## config.mk

```make
export PLATFORM = sky130hd
export DESIGN_NAME = if_id_queue_flat
export DESIGN_NICKNAME = d
export VERILOG_FILES = /design/src/rtl/if_id_queue_if.sv /design/src/rtl/if_id_queue.sv /design/src/flat_wrapper.sv
export SDC_FILE = /design/constraint.sdc
export NUM_CORES = 1
export LEC_CHECK = 0
export CAP_MARGIN = 30
export CORE_ASPECT_RATIO = 1.75
export CORE_MARGIN = 1
export CORE_UTILIZATION = 56
export DETAILED_ROUTE_END_ITERATION = 6
export PLACE_DENSITY = 0.83
export REMOVE_ABC_BUFFERS = 1
export SYNTH_ARGS = -nofsm -noshare
export SYNTH_HDL_FRONTEND = slang
export SYNTH_SLANG_ARGS = --single-unit
```

## constraint.sdc

```tcl
create_clock -name clk -period 3.6 [get_ports clk]
set_input_delay 0.72 -clock clk [delete_from_list [all_inputs] [get_ports clk]]
set_output_delay 0.72 -clock clk [all_outputs]
set_load 0.03 [all_outputs]
```

## src/rtl/if_id_queue_if.sv

```systemverilog
// Fetch/decode handshake bundle for the IF/ID instruction queue.
// The master side is the surrounding pipeline and the slave side is the queue.
interface if_id_queue_if #(
    parameter int ADDR_W = 32,
    parameter int INST_W = 32,
    parameter int DEPTH  = 4,
    parameter int LVL_W  = $clog2(DEPTH + 1)
);
    logic              if_valid;
    logic [ADDR_W-1:0] if_pc;
    logic [INST_W-1:0] if_inst;
    logic              if_ready;
    logic              id_stall;
    logic              ex_b_flag;
    logic              id_b_flag;
    logic [ADDR_W-1:0] id_pc;
    logic [INST_W-1:0] id_inst;
    logic              id_valid;
    logic [LVL_W-1:0]  level;

    modport master (
        output if_valid, if_pc, if_inst, id_stall, ex_b_flag, id_b_flag,
        input  if_ready, id_pc, id_inst, id_valid, level
    );

    modport slave (
        input  if_valid, if_pc, if_inst, id_stall, ex_b_flag, id_b_flag,
        output if_ready, id_pc, id_inst, id_valid, level
    );
endinterface

```

## src/rtl/if_id_queue.sv

```systemverilog
// IF/ID decoupling queue: DEPTH-entry FIFO feeding a registered ID output stage,
// with an empty-queue bypass so a lone fetch still reaches ID one cycle later.
module if_id_queue #(
    parameter int                ADDR_W   = 32,
    parameter int                INST_W   = 32,
    parameter int                DEPTH    = 4,
    parameter logic [INST_W-1:0] NOP_INST = '0,
    parameter int                LVL_W    = $clog2(DEPTH + 1)
) (
    input logic          clk,
    input logic          rst,
    if_id_queue_if.slave bus
);
    localparam int PTR_W = $clog2(DEPTH);
    localparam logic [LVL_W-1:0] FULL_LVL = LVL_W'(DEPTH);

    logic [ADDR_W-1:0] pc_mem   [DEPTH];
    logic [INST_W-1:0] inst_mem [DEPTH];

    logic [PTR_W-1:0]  rd_ptr;
    logic [PTR_W-1:0]  wr_ptr;
    logic [LVL_W-1:0]  level_q;

    logic [ADDR_W-1:0] id_pc_q;
    logic [INST_W-1:0] id_inst_q;
    logic              id_valid_q;

    logic flush;
    logic ready;
    logic push;
    logic advance;
    logic pop;
    logic bypass;
    logic wr_en;

    always_comb begin
        flush   = bus.ex_b_flag || bus.id_b_flag;
        ready   = (level_q != FULL_LVL);
        push    = bus.if_valid && ready && !flush;
        advance = !bus.id_stall && !flush;
        pop     = advance && (level_q != '0);
        // An empty queue hands the fetch straight to the output stage instead of storing it.
        bypass  = advance && (level_q == '0) && push;
        wr_en   = push && !bypass;
    end

    always_ff @(posedge clk) begin
        if (wr_en) begin
            pc_mem[wr_ptr]   <= bus.if_pc;
            inst_mem[wr_ptr] <= bus.if_inst;
        end
    end

    always_ff @(posedge clk) begin
        if (rst || flush) begin
            rd_ptr  <= '0;
            wr_ptr  <= '0;
            level_q <= '0;
        end else begin
            if (wr_en) begin
                wr_ptr <= wr_ptr + PTR_W'(1);
            end
            if (pop) begin
                rd_ptr <= rd_ptr + PTR_W'(1);
            end
            if (wr_en && !pop) begin
                level_q <= level_q + LVL_W'(1);
            end else if (pop && !wr_en) begin
                level_q <= level_q - LVL_W'(1);
            end
        end
    end

    always_ff @(posedge clk) begin
        if (rst || flush) begin
            id_pc_q    <= '0;
            id_inst_q  <= NOP_INST;
            id_valid_q <= 1'b0;
        end else if (advance) begin
            if (pop) begin
                id_pc_q    <= pc_mem[rd_ptr];
                id_inst_q  <= inst_mem[rd_ptr];
                id_valid_q <= 1'b1;
            end else if (bypass) begin
                id_pc_q    <= bus.if_pc;
                id_inst_q  <= bus.if_inst;
                id_valid_q <= 1'b1;
            end else begin
                id_pc_q    <= '0;
                id_inst_q  <= NOP_INST;
                id_valid_q <= 1'b0;
            end
        end
    end

    assign bus.if_ready = ready;
    assign bus.id_pc    = id_pc_q;
    assign bus.id_inst  = id_inst_q;
    assign bus.id_valid = id_valid_q;
    assign bus.level    = level_q;
endmodule
```

## src/flat_wrapper.sv

```systemverilog
// flat-port wrapper written by rule: the top's interface ports become plain ports
module if_id_queue_flat 
#(
    parameter int                ADDR_W   = 32,
    parameter int                INST_W   = 32,
    parameter int                DEPTH    = 4,
    parameter logic [INST_W-1:0] NOP_INST = '0,
    parameter int                LVL_W    = $clog2(DEPTH + 1)
)
  (clk, rst, bus_if_valid, bus_if_pc, bus_if_inst, bus_id_stall, bus_ex_b_flag, bus_id_b_flag, bus_if_ready, bus_id_pc, bus_id_inst, bus_id_valid, bus_level);
  if_id_queue_if #(.ADDR_W(ADDR_W), .INST_W(INST_W), .DEPTH(DEPTH), .LVL_W(LVL_W)) bus_i ();
  input logic clk;
  input logic rst;
  input wire logic [$bits(bus_i.if_valid)-1:0] bus_if_valid;
  input wire logic [$bits(bus_i.if_pc)-1:0] bus_if_pc;
  input wire logic [$bits(bus_i.if_inst)-1:0] bus_if_inst;
  input wire logic [$bits(bus_i.id_stall)-1:0] bus_id_stall;
  input wire logic [$bits(bus_i.ex_b_flag)-1:0] bus_ex_b_flag;
  input wire logic [$bits(bus_i.id_b_flag)-1:0] bus_id_b_flag;
  output wire logic [$bits(bus_i.if_ready)-1:0] bus_if_ready;
  output wire logic [$bits(bus_i.id_pc)-1:0] bus_id_pc;
  output wire logic [$bits(bus_i.id_inst)-1:0] bus_id_inst;
  output wire logic [$bits(bus_i.id_valid)-1:0] bus_id_valid;
  output wire logic [$bits(bus_i.level)-1:0] bus_level;
  assign bus_i.if_valid = bus_if_valid;
  assign bus_i.if_pc = bus_if_pc;
  assign bus_i.if_inst = bus_if_inst;
  assign bus_i.id_stall = bus_id_stall;
  assign bus_i.ex_b_flag = bus_ex_b_flag;
  assign bus_i.id_b_flag = bus_id_b_flag;
  assign bus_if_ready = bus_i.if_ready;
  assign bus_id_pc = bus_i.id_pc;
  assign bus_id_inst = bus_i.id_inst;
  assign bus_id_valid = bus_i.id_valid;
  assign bus_level = bus_i.level;
  if_id_queue #(.ADDR_W(ADDR_W), .INST_W(INST_W), .DEPTH(DEPTH), .NOP_INST(NOP_INST), .LVL_W(LVL_W)) u_core (.clk(clk), .rst(rst), .bus(bus_i));
endmodule
```

==> impl_metrics.py <==
metrics = {
    "setup_path": {
        "crit_family": "buffers and inverters",
        "crit_buf_inv": 1,
        "worst-path-max-fanout": 6,
        "start_kind": "register",
        "crit_path_max_incr_delay_ns": 0.66,
        "end_kind": "primary output",
        "path_class": "reg -> out",
        "cp.depth": 3,
        "worstPathCellList": "nor2_1 -> nand2_1 -> clkdlybuf4s50_1",
        "arrival_ns": 1.78,
        "worstPathRequired_ns": 2.88,
        "slowest_stage": "clkdlybuf4s50_1",
        "rr_worst_depth": 8,
    },
    "route": {
        "num_vias": 7053,
        "drtPass1Iterations": 5,
        "drc": 0,
        "vias_per_cell": 5.85,
        "wl_um": 26700,
        "ant_nets": 0,
        "wl_per_cell_um": 22.1,
        "drt_iter0_markers": 501,
    },
    "layout": {
        "nNetsFinal": 959,
        "utilization_pct": 69.2,
        "drive_gt1_share_pct": 27.6,
        "area_delta_synth_final_pct": 20.4,
    },
    "yosys": {
        "syn_area_um2": 13100,
        "ys_ff_latch": 330,
        "yosys_most_used_dff": "edfxtp_1",
        "synth_top_cell_by_area": "edfxtp_1",
        "yosysMostFrequentCell": "edfxtp_1",
        "synth-simple-area-share_pct": 3.67,
        "synth_fa_ha_area_share_pct": 0.629,
        "yosysSeqAreaShare_pct": 69.9,
        "synth_compound_area_share_pct": 9.90,
        "netlist-cell-type-count": 32,
        "synth_warnings": 0,
        "synthTopCellsByCount": "edfxtp_1, dfxtp_1, inv_1, a21oi_1",
        "synth_top_family_by_area": "multiplexers",
        "synth-edff-count": 256,
        "async_reset_ff_share_pct": 0,
        "synth.top_cell.area_share_pct": 58.6,
        "synthCells": 744,
        "syn_area_per_cell_um2": 17.6,
        "muxShareOfSynthArea_pct": 11.1,
        "synthTopCellsByArea": "edfxtp_1, dfxtp_1, mux4_2",
        "synth_xor_xnor_area_share_pct": 0.334,
    },
    "timing": {
        "tightest_slew_ns": 0.992,
        "fin_crit_sh_pct": 69.6,
        "clock_skew_ns": 0.0119,
        "whs_ns": 0.464,
        "finalSetupViolCount": 0,
        "fmax_ghz": 0.399,
        "period_needed_ns": 2.50,
        "finalHoldViolations": 0,
        "slew_headroom_pct": 33.9,
        "final_max_slew_viol_count": 0,
        "rsz0062_at_grt": "no",
    },
    "power_and_ir_drop": {
        "leakagePower_nw": 4.87,
        "power_density_nw_per_um2": 485,
        "ir_drop_mv": 0.450,
    },
    "floorplan": {
        "die-area_um2": 24100,
        "io_pins": 139,
        "die_x_um": 118,
        "core_area_um2": 22800,
        "rows": 73,
        "start_util_pct": 57.5,
        "die_y_um": 204,
    },
    "clock_tree": {
        "cts_root_buf": "clkbuf_16",
        "clk_latency_ns": 0.54,
        "post_cts_buffers": 0,
        "htreeDepth": 1,
        "clock_path_buffers": 3,
        "path_clk_slew_ns": 0.07,
        "cts.repair.resized": 0,
        "numClockSinks": 330,
        "cts_tree": "built",
        "cts_hold_buffers": 0,
        "cts_buffers": 28,
    },
    "run_status": {
        "status": "finished clean",
    },
    "placement": {
        "globalplace.congestion": 0.744,
        "dp_hpwl_um": 15500,
        "port_buffers": 138,
    },
    "min_path": {
        "hp-class": "reg -> reg",
        "hold_depth": 2,
    },
    "run": {
        "cap_violations": 0,
    },
    "grt": {
        "antenna_found_initial": 1,
        "grt_overflow": 0,
        "grt_pass1_wl_um": 41800,
        "grt_pass1_vias": 7440,
        "globalRouteTotalUtil_pct": 22.8,
        "grt_max_degree": 66,
    },
}
==> per-layer routing <==
metal  vias to the layer above  routed length, µm  global-route usage, %
met5                         -                  0                      0
met1                      3650              10200                   28.0
met4                         0                716                   8.61
met3                        41               1310                   2.96
li1                       3158                  -                      -
met2                       204              14400                   40.9
==> sequential cells by signal, indices dropped and copies added, names as in the netlist, named ones only <==
| signal | count |
|---|---|
| u_core.bus.id_inst | 32 |
| u_core.bus.id_pc | 32 |
| u_core.bus.id_valid | 1 |
| u_core.bus.level | 3 |
| u_core.inst_mem | 128 |
| u_core.pc_mem | 128 |
| u_core.rd_ptr | 2 |
| u_core.wr_ptr | 2 |
==> where the power goes <==
part           leakage, nW  total [mW]  switching [mW]  internal [mW]
Clock                0.486        3.13            1.31           1.82
Combinational         1.47       0.379           0.222          0.158
Sequential            2.91        4.15          0.0181           4.13
==> worst reg2reg max path, stage by stage (launching register included) <==
cell and delay, ns:
dfxtp_1 0.46, o31ai_1 0.19, nor3_1 0.24, ha_1 0.24, inv_1 0.06, fa_1 0.38
xor2_1 0.16, or3_1 0.32, a21oi_1 0.15
==> cells by family after synthesis <==
family | count (synthesis)
AO/OA/AOI/OAI | 131
XOR/XNOR | 5
multiplexers | 66
adder cells (fa/ha/maj) | 6
flip-flops | 330
AND/OR/NAND/NOR | 89
buffers and inverters | 117
==> cell usage in the layout (no fill, tap or decap), types with 2 or more instances in the layout <==
cell and n:
buf_4 15, clkbuf_1 4, a2111oi_2 64, nor3_1 2, nor2_2 40, buf_12 6, clkbuf_16 30, or3_4 2
xor2_1 4, edfxtp_1 256, mux4_2 64, ha_1 5, bufinv_16 3, dfxtp_4 2, inv_1 67, nor2b_1 2
nor2_1 33, clkdlybuf4s50_1 136, a21oi_1 65, clkinv_2 8, mux2i_1 2, and2_4 4, clkbuf_8 4, dfxtp_1 72
==> metrics by stage <==
| stage | TNS [ns] | power (mW) | setup WS [ns] | instances | cell area (µm²) |
|---|---|---|---|---|---|
| 3_3_place_gp | 0 | 4.60 | 0.693 | 1152 | 14800 |
| 2_1_floorplan | -13.75 | 4.38 | -0.219 | 694 | 12800 |
| 5_1_grt | 0 | 7.87 | 0.982 | 1206 | 15800 |
| 6_report | 0 | 7.66 | 1.10 | 1206 | 15800 |
| 3_5_place_dp | 0 | 4.61 | 0.592 | 1153 | 14800 |
| 4_1_cts | 0 | 7.72 | 1.05 | 1205 | 15800 |
==> area by class of cell <==
class	count	area (µm²)
flip-flops and latches	330	9180
fillers	1481	7040
multi-input cells	297	3390
repair buffers	159	1630
clock buffers	38	821
well taps	300	375
inverters	67	251
clock inverters	14	155
diodes	1	2.50
==> final timing paths <==
path | start | to | slack (ns)
setup reg to reg | u_core.bus.level[0] | u_core.bus.level[2] | 1.35
hold / removal | u_core.bus.id_pc[18] | u_core.bus.id_pc[18] | 0.46
setup / recovery | u_core.bus.level[0] | bus_if_ready | 1.10
hold reg to reg | u_core.bus.id_pc[18] | u_core.bus.id_pc[18] | 0.46
(Power assumes the default switching activity.)
